## config.mk

```make
export PLATFORM = sky130hd
export DESIGN_NAME = stage_writeback
export DESIGN_NICKNAME = d
export VERILOG_FILES = /design/src/rtl/stage_writeback.sv
export SDC_FILE = /design/constraint.sdc
export NUM_CORES = 1
export LEC_CHECK = 0
export CORE_UTILIZATION = 44
export DETAILED_ROUTE_END_ITERATION = 6
export GPL_ROUTABILITY_DRIVEN = 0
export PLACE_DENSITY_LB_ADDON = 0.1
export SLEW_MARGIN = 15
export SYNTH_ARGS = -nofsm -noshare
export SYNTH_HDL_FRONTEND = slang
export SYNTH_SLANG_ARGS = --single-unit
```

## constraint.sdc

```tcl
create_clock -name clock -period 5 [get_ports clock]
set_input_delay 1 -clock clock [delete_from_list [all_inputs] [get_ports clock]]
set_output_delay 1 -clock clock [all_outputs]
set_load 0.01 [all_outputs]
```

## src/rtl/stage_writeback.sv

```systemverilog
// Register-file write port: selects destination, data and enable for each retiring
// instruction, merging pipeline writes with mult/div results via a 1-entry hold buffer.
module stage_writeback #(
  parameter int unsigned RSTATUS_REG = 30,
  parameter int unsigned LINK_REG    = 31
) (
  input  logic        clock,
  input  logic        reset,
  input  logic        in_valid,
  input  logic [4:0]  in_opcode,
  input  logic [4:0]  in_ALU_op,
  input  logic [4:0]  in_rd,
  input  logic [31:0] in_alu_result,
  input  logic [31:0] in_mem_data,
  input  logic [31:0] in_pc_plus1,
  input  logic [26:0] in_target,
  input  logic        in_ovf,
  input  logic        md_valid,
  input  logic [4:0]  md_rd,
  input  logic [31:0] md_result,
  input  logic        md_exception,
  input  logic        md_is_div,
  output logic        md_ready,
  output logic        stall_wb,
  output logic        ctrl_writeEnable,
  output logic [4:0]  ctrl_writeReg,
  output logic [31:0] data_writeReg,
  output logic        pending_valid,
  output logic [4:0]  pending_rd
);

  localparam logic [4:0] OpRtype = 5'b00000;
  localparam logic [4:0] OpAddi  = 5'b00101;
  localparam logic [4:0] OpLw    = 5'b01000;
  localparam logic [4:0] OpJal   = 5'b00011;
  localparam logic [4:0] OpSetx  = 5'b10101;
  localparam logic [4:0] AluAdd  = 5'b00000;
  localparam logic [4:0] AluSub  = 5'b00001;
  localparam logic [4:0] AluMul  = 5'b00110;
  localparam logic [4:0] AluDiv  = 5'b00111;
  localparam logic [4:0] RegStat = 5'(RSTATUS_REG);
  localparam logic [4:0] RegLink = 5'(LINK_REG);

  typedef enum logic {StEmpty, StHeld} state_e;

  state_e      r_state;
  logic        r_we;
  logic [4:0]  r_wreg;
  logic [31:0] r_wdata;
  logic        r_md_ready;
  logic        r_pending_valid;
  logic [4:0]  r_hold_rd;
  logic [31:0] r_hold_data;

  logic        w_pipe_cand;
  logic        w_pipe_wr;
  logic [4:0]  w_pipe_rd;
  logic [31:0] w_pipe_data;
  logic        w_md_wr;
  logic [4:0]  w_md_rd;
  logic [31:0] w_md_data;

  always_comb begin
    w_pipe_cand = 1'b0;
    w_pipe_rd   = in_rd;
    w_pipe_data = in_alu_result;
    if (in_valid) begin
      case (in_opcode)
        OpRtype: begin
          if (in_ALU_op != AluMul && in_ALU_op != AluDiv) begin
            w_pipe_cand = 1'b1;
            if (in_ovf && in_ALU_op == AluAdd) begin
              w_pipe_rd   = RegStat;
              w_pipe_data = 32'd1;
            end else if (in_ovf && in_ALU_op == AluSub) begin
              w_pipe_rd   = RegStat;
              w_pipe_data = 32'd3;
            end
          end
        end
        OpAddi: begin
          w_pipe_cand = 1'b1;
          if (in_ovf) begin
            w_pipe_rd   = RegStat;
            w_pipe_data = 32'd2;
          end
        end
        OpLw: begin
          w_pipe_cand = 1'b1;
          w_pipe_data = in_mem_data;
        end
        OpJal: begin
          w_pipe_cand = 1'b1;
          w_pipe_rd   = RegLink;
          w_pipe_data = in_pc_plus1;
        end
        OpSetx: begin
          w_pipe_cand = 1'b1;
          w_pipe_rd   = RegStat;
          w_pipe_data = {5'b0, in_target};
        end
        default: ;
      endcase
    end
  end

  // Writes to r0 are dropped entirely so they never claim the port or the buffer.
  assign w_pipe_wr = w_pipe_cand && (w_pipe_rd != 5'd0);
  assign w_md_rd   = md_exception ? RegStat : md_rd;
  assign w_md_data = md_exception ? (md_is_div ? 32'd5 : 32'd4) : md_result;
  assign w_md_wr   = md_valid && (w_md_rd != 5'd0);

  always_ff @(posedge clock) begin
    if (reset) begin
      r_state         <= StEmpty;
      r_we            <= 1'b0;
      r_wreg          <= 5'd0;
      r_wdata         <= 32'd0;
      r_md_ready      <= 1'b1;
      r_pending_valid <= 1'b0;
      r_hold_rd       <= 5'd0;
      r_hold_data     <= 32'd0;
    end else begin
      case (r_state)
        StEmpty: begin
          if (w_pipe_wr) begin
            r_we    <= 1'b1;
            r_wreg  <= w_pipe_rd;
            r_wdata <= w_pipe_data;
            // Same destination: the younger pipeline write supersedes the md result.
            if (w_md_wr && (w_md_rd != w_pipe_rd)) begin
              r_state         <= StHeld;
              r_hold_rd       <= w_md_rd;
              r_hold_data     <= w_md_data;
              r_pending_valid <= 1'b1;
              r_md_ready      <= 1'b0;
            end
          end else if (w_md_wr) begin
            r_we    <= 1'b1;
            r_wreg  <= w_md_rd;
            r_wdata <= w_md_data;
          end else begin
            r_we    <= 1'b0;
            r_wreg  <= 5'd0;
            r_wdata <= 32'd0;
          end
        end
        StHeld: begin
          r_we            <= 1'b1;
          r_wreg          <= r_hold_rd;
          r_wdata         <= r_hold_data;
          r_state         <= StEmpty;
          r_pending_valid <= 1'b0;
          r_hold_rd       <= 5'd0;
          r_md_ready      <= 1'b1;
        end
        default: r_state <= StEmpty;
      endcase
    end
  end

  assign stall_wb         = (r_state == StHeld) && w_pipe_wr;
  assign md_ready         = r_md_ready;
  assign ctrl_writeEnable = r_we;
  assign ctrl_writeReg    = r_wreg;
  assign data_writeReg    = r_wdata;
  assign pending_valid    = r_pending_valid;
  assign pending_rd       = r_hold_rd;

endmodule

```

== Word-level counts from Yosys, hierarchy flattened ==
Index checks and enable logic that the tools add are counted.

* Equal/unequal tests: 10
* Multiplexer cells: 39
* Bitwise operators: 1
* Reductions and logical operators: 14

{| class="wikitable"
|+ Operators with widths
! cell !! number
|-
| $mux 32 || 8
|-
| $pmux 32 s5 || 1
|-
| $pmux 32 s2 || 1
|-
| $mux 5 || 10
|-
| $pmux 5 s2 || 2
|-
| $pmux 5 s4 || 1
|-
| $mux 1 || 11
|-
| $logic_not 5->1 || 2
|-
| $ne 5x3->1 const B || 2
|-
| $pmux 1 s2 || 5
|-
| $reduce_bool 5->1 || 2
|-
| $logic_and 1x1->1 || 7
|-
| $eq 5x1->1 const B || 1
|-
| $eq 5x2->1 const B || 1
|-
| $eq 5x3->1 const B || 1
|-
| $eq 5x4->1 const B || 1
|-
| $eq 5x5->1 const B || 1
|-
| $ne 5x5->1 || 1
|-
| $ne 2x2->1 const B || 2
|-
| $reduce_or 4->1 || 1
|-
| $reduce_and 3->1 || 1
|-
| $reduce_and 2->1 || 1
|-
| $not 1->1 || 1
|}

* Bits in registers: 78
* Input port bits: 182
* Output and inout port bits: 46
* Logic and storage cells: 72

== Logic depth before layout (Yosys ltp) ==
Gate-level depths: netlist of run 1.

* Depth in word-level cells: 12
* Depth in mapped cells: 11
* Gate-level depth less buffers: 7

== Worst setup path before layout of run 1 ==
OpenSTA, ideal clock, no wires.

* Path type: input to output
* From: input in_opcode[4]
* To: output stall_wb
* Arrival: 2.307 ns
* Setup slack: 1.693 ns
* Stages on the path: 7
* Cell sequence: buf_4 or3b_1 a21boi_1 o21ai_1 nor2_4 nand2_1 nor2_1

* Longest elaborated chain between the ends: 6
* Elaborated cells on any way between the ends: 13
* Those cells by class: eq/ne (4); mux (4); reduce/logical (5)

{| class="wikitable"
|+ RTL lines
! item !! line !! RTL
|-
| from (decl) || 10 || <nowiki>input logic [4:0] in_opcode,</nowiki>
|-
| $eq 5x5->1 (tied with other cells) || 68 || <nowiki>case (in_opcode)</nowiki>
|-
| $pmux 5 s4 or $reduce_or 4->1 (tied branches) || n/a ||
|-
| $mux 5 or $pmux 1 s2 (tied branches) || 67, 68 ||
|-
| $reduce_bool 5->1 or $mux 1 (tied branches) || 108, 67 ||
|-
| $logic_and 1x1->1 (*) || 108 || <nowiki>assign w_pipe_wr = w_pipe_cand && (w_pipe_rd != 5'd0);</nowiki>
|-
| $logic_and 1x1->1 (*) || 162 || <nowiki>assign stall_wb = (r_state == StHeld) && w_pipe_wr;</nowiki>
|-
| to (decl) || 24 || <nowiki>output logic stall_wb,</nowiki>
|}

Mark *: on every way between the ends. The rest lies on a longest branch, timed or not.

== Final worst setup path of run 1 ==
Ends and elaborated chain as after synthesis.

==> results of run 1 <==
-- worst min-delay path, delay by kind of cell, from the launching register on --
kind / cells / cell delay, ns
flip-flops: 1 / 0.31
multiplexers: 1 / 0.06
AND/OR/NAND/NOR: 1 / 0.05
-- registers in the layout, indices dropped and copies added, names as in the netlist --
register	flops
ctrl_writeEnable	1
ctrl_writeReg	5
md_ready	1
pending_valid	1
r_hold_data	32
r_state	1
data_writeReg	32
pending_rd	5
-- how the worst min path moves through the flow --
stage / start / endpoint / slack, ns / depth (start not counted)
floorplan: r_hold_data[31] / r_hold_data[31] / 0.44 / 2
global placement: r_hold_data[31] / r_hold_data[31] / 0.44 / 2
finish: r_hold_data[4] / r_hold_data[4] / 0.47 / 2
CTS: r_hold_data[4] / r_hold_data[4] / 0.47 / 2
detailed placement: r_hold_data[4] / r_hold_data[4] / 0.46 / 2
global route: r_hold_data[5] / r_hold_data[5] / 0.49 / 2
-- logic make-up (layout without fill, tap and decap cells) --
kind of cell	after synthesis	after routing	synth area share
flip-flops	78	78	0.3347
XOR/XNOR	2	2	0.003755
multiplexers	40	40	0.08608
buffers and inverters	77	274	0.07106
AND/OR/NAND/NOR	150	150	0.1912
AO/OA/AOI/OAI	194	194	0.3132
-- power breakdown --
group,total (mW),switching (mW),internal [mW]
Clock,0.528,0.234,0.294
Combinational,0.364,0.148,0.216
Sequential,0.646,0.00667,0.639
-- per-layer routing --
metal | vias to the layer above | share of wire
li1 | 2469 | -
met5 | - | 0
met3 | 43 | 0.093
met1 | 2453 | 0.39
met4 | 0 | 0.032
met2 | 290 | 0.49
-- through the flow --
step / cells / setup WS (ns)
final: 874 / 0.3847
after floorplan: 541 / 1.693
after detailed placement: 859 / 0.4318
after CTS: 874 / 0.4168
after global placement: 859 / 0.5334
after global routing: 874 / 0.1839
-- Yosys cell counts (7+ instances only) --
| master | n |
|---|---|
| a21oi_1 | 45 |
| dfxtp_1 | 78 |
| nand3b_1 | 16 |
| a22oi_1 | 7 |
| nor2_1 | 16 |
| or3b_2 | 14 |
| nand2_1 | 40 |
| mux2i_1 | 39 |
| o21ai_0 | 18 |
| o2bb2ai_1 | 30 |
| a221oi_1 | 15 |
| nand2b_1 | 16 |
| inv_1 | 20 |
| nand3_1 | 19 |
| clkbuf_1 | 45 |
| o21bai_1 | 8 |
| a32oi_1 | 15 |
| a222oi_1 | 26 |
-- layout make-up --
cell class	count	area [sq um]	area share
clock buffers	10	137.6	0.01916
flip-flops and latches	78	1562	0.2173
inverters	20	75.07	0.01045
clock inverters	5	82.58	0.01149
repair buffers	239	2370	0.3298
well taps	136	170.2	0.02369
multi-input cells	386	2788	0.3880
==> results.ini, run 1 <==
[pwr]
p_total_mw = 1.538
p_leak_nw = 2.591
powerDensity_nw_per_um2 = 214.1
vdd_drop_max_uv = 163.8

[synthesis]
netlist_area_sq_um = 4666
yosysTopAreaCellShare = 0.3347
netlist_instances = 541
netlist_top_cells_area = dfxtp_1 (33%), mux2i_1 (8.4%), o2bb2ai_1 (5.6%)
yosys_warnings = 0
yosys.area.top_type = dfxtp_1
ys_types = 58
synthArstFlopShare = 0
synth.avg_cell_area_sq_um = 8.624
seq_area_frac_synth = 0.3347
synthesis.nets = 723
ys_seq_elements = 78
synthFlopType = dfxtp_1
synth-edff-count = 0

[timing]
hold_ws_ns = 0.4677
tns_ns = 0
slew_viol_final = 0
slew_headroom = 0.2563
finalCritPeriodShare = 0.9231
final_hold_viol_count = 0
rsz0062_at_grt = false
setup_viol = 0
fin_skew_ns = 0.006738
fmax_ghz = 0.2167
period_minus_slack_ns = 4.615
worstMarginPinSlew_ns = 1.114

[clocking]
clock-sinks = 78
cts_root_buf = clkbuf_8
h-tree-depth = 3
cts_tree = done
cts_buffer_depth = 2
ctsHoldBuffers = 0
cts_resized = 0
clk_latency_ns = 0.35
clk_pin_slew_ns = 0.08
cts_made_buffers = 9
post-cts-setup-buffers = 0

[route]
detail-route-antenna-nets = 0
route.detailed.wl_per_inst_um = 18.96
num_vias = 5255
drt_pre_antenna_iters = 6
drt_wl_total_um = 16580
first_iter_violations = 437
post-route-drc-count = 0
viasPerCell = 6.013

[setup_path]
worstReg2RegEnd = r_hold_data[31]
cp-startpoint = in_opcode[4]
crit_path_frequent_cell = clkdlybuf4s50_1
path_buf_inv = 2
crit_path_max_incr_delay_ns = 0.59
crit_family = buffers and inverters
required_ns = 4.00
worstPathArrival_ns = 3.62
setup.worst_path.class = in -> out
crit_fanout = 9
crit_slowest_cell = clkdlybuf4s50_1
worstSetupEndpoint = stall_wb
r2r_slack_ns = 3.23
crit_chain = clkdlybuf4s50_1 > nor4_4 > and4b_1 > a21o_2 > a21o_1 > nand2_1 > nor2_1 > clkdlybuf4s50_1
end_kind = output pin
cp-start-kind = primary input
ff2ff_path_depth = 5
r2r-start = r_state
cp.depth = 8

[die]
fp.dieW_um = 105.0
io_pins = 228
core_area_sq_um = 10320
start_util = 0.4519
dieArea_sq_um = 11020
rows = 37
dieHeight_um = 105.0

[global_routing]
grtUsageTotal = 0.2995
grt.overflow.total = 0
grt_first_pass_wirelength_um = 26100
busiest_layer = met2
grt_use_met2 = 0.5345
met3_usage = 0.07860
first_global_vias = 5189
use_met1 = 0.3340
antenna_found_initial = 0
grt_start_max_net_pins = 66

[cells_and_area]
fillerInstances = 853
final_cell_mix = clkdlybuf4s50_1 (226), dfxtp_1 (78), a21oi_1 (44)
insertedDiodeCount = 0
drive_above_1_share = 0.07453
layout_commonest_cell = clkdlybuf4s50_1
final_util = 0.6959
area_growth_pct = 53.98
nNetsFinal = 916
postLayoutCellArea_sq_um = 7184

[hold_path]
hold_class = reg -> reg

[job]
maxCapViolCount = 0

[placed_design]
place_area_sq_um = 6964
portBuffers = 227
dp_hpwl_um = 12060

[status]
status = completed

(Power assumes the default switching activity.)
==> run 2: changes to the inputs <==
Settings changed: CELL_PAD_IN_SITES_DETAIL_PLACEMENT set to 1, CELL_PAD_IN_SITES_GLOBAL_PLACEMENT set to 1, CORE_UTILIZATION 44 to 31.
==> run 2 against run 1 <==
- combinational power increased by 2%
- via count hardly changed
- hold slack worse by 0.0053 ns
- global-route usage down 4.6 points
- clock power increased by 30%
- flip-flop and latch count stayed put
- die area up 41%
- critical path type unchanged
- critical endpoint unchanged
- highest routed layer unchanged
==> results.ini, run 2 (synthesized netlist as in run 1, its figures left out) <==
[status]
status = completed

[pwr]
vdd_drop_max_uv = 130.9
p_leak_nw = 2.639
comb_power_share = 0.217
pwr-share-seq = 0.379
clockPowerShare = 0.404
switching_share = 0.2664
p_int_mw = 1.250
powerDensity_nw_per_um2 = 232.1
switching_power_mw = 0.4540

[setup_path]
crit_slowest_cell = clkdlybuf4s50_1
crit_path_max_incr_delay_ns = 0.59
crit_fanout = 9
worstPathArrival_ns = 3.64
setup.worst_path.class = in -> out
crit_chain = clkdlybuf4s50_1 > nor4_4 > and4b_1 > a21o_2 > a21o_1 > nand2_1 > nor2_1 > clkdlybuf4s50_1
path_buf_inv = 2
crit_family = buffers and inverters
cp-start-kind = primary input
crit_path_frequent_cell = clkdlybuf4s50_1
end_kind = output pin
required_ns = 4.00

[route]
drt_pre_antenna_iters = 5
viasPerCell = 5.679
detail-route-antenna-nets = 0
post-route-drc-count = 0
first_iter_violations = 342
drt_wl_total_um = 19980
route.detailed.wl_per_inst_um = 21.60
num_vias = 5253

[cells_and_area]
final_cell_mix = clkdlybuf4s50_1 (226), dfxtp_1 (78), a21oi_1 (44)
area_growth_pct = 57.36
insertedDiodeCount = 0
layout_commonest_cell = clkdlybuf4s50_1
drive_above_1_share = 0.07962
nNetsFinal = 918

[timing]
fmax_ghz = 0.2157
finalCritPeriodShare = 0.9270
period_minus_slack_ns = 4.635
fin_skew_ns = 0.01009
tns_ns = 0
slew_headroom = 0.4987
hold_ws_ns = 0.4624
slew_viol_final = 0
rsz0062_at_grt = false
setup_viol = 0
worst_slack_ns = 0.3648
worstMarginPinSlew_ns = 0.7492
final_hold_viol_count = 0

[global_routing]
grt_first_pass_wirelength_um = 30790
use_met1 = 0.3103
busiest_layer = met2
grtUsageTotal = 0.2539
grt_use_met2 = 0.4348
antenna_found_initial = 0
first_global_vias = 5461
grt_start_max_net_pins = 45
grt.overflow.total = 0
met3_usage = 0.06400

[clocking]
cts_buffer_depth = 2
cts_tree = done
post-cts-setup-buffers = 0
cts_resized = 0
h-tree-depth = 3
cts_root_buf = clkbuf_16
cts_made_buffers = 9
clk_pin_slew_ns = 0.07
clk_latency_ns = 0.35
clock-sinks = 78
ctsHoldBuffers = 0

[die]
dieHeight_um = 124.7
rows = 44
dieArea_sq_um = 15550
fp.dieW_um = 124.7
start_util = 0.3198
core_area_sq_um = 14590
io_pins = 228

[placed_design]
portBuffers = 227
place_worst_setup_slack_ns = 0.3880
dp_hpwl_um = 14320

[hold_path]
hold_class = reg -> reg

[job]
maxCapViolCount = 0

-- run 2: area by class of cell --
cell class	instances	area, sq um
multi-input combinational	386	2788
clock inverter	7	77.57
inverter	20	75.07
fill	1675	7247
tap	184	230.2
clock buffer	9	225.2
timing repair buffer	241	2385
sequential	78	1562
-- run 2: routing by layer --
metal | part of all wire | wire length [um]
met2 | 0.49 | 9782
met4 | 0.016 | 322
met5 | 0 | 0
met1 | 0.43 | 8520
met3 | 0.068 | 1356
-- run 2: worst paths after layout --
check,start,end,slack [ns],cells after the start
max,in_opcode[4],stall_wb,0.36,8
min,r_hold_data[8],r_hold_data[8],0.46,2
max reg2reg,r_state,r_hold_data[31],3.22,5
min reg2reg,r_hold_data[8],r_hold_data[8],0.46,2
-- run 2: through the flow --
step / power [mW] / instances / util / area, sq um
finish: 1.704 / 925 / 0.5033 / 7342
global route: 1.768 / 925 / 0.5033 / 7342
CTS: 1.716 / 925 / 0.5033 / 7342
detailed placement: 1.029 / 909 / 0.4825 / 7039
global placement: 1.023 / 909 / 0.4825 / 7039
floorplan: 0.7997 / 541 / - / 4666
-- run 2: power groups by stage --
stage          clock network [mW]  registers [mW]  logic, mW
2_1_floorplan                   0           0.667      0.132
3_3_place_gp                    0           0.660      0.363
3_5_place_dp                    0           0.660      0.369
4_1_cts                     0.698           0.646      0.372
5_1_grt                     0.727           0.648      0.394
6_report                    0.688           0.646      0.370
-- run 2: worst min-delay path, stage by stage (launching register included) --
cell and delay, ns:
dfxtp_1 0.31, nand2_1 0.05, mux2i_1 0.05
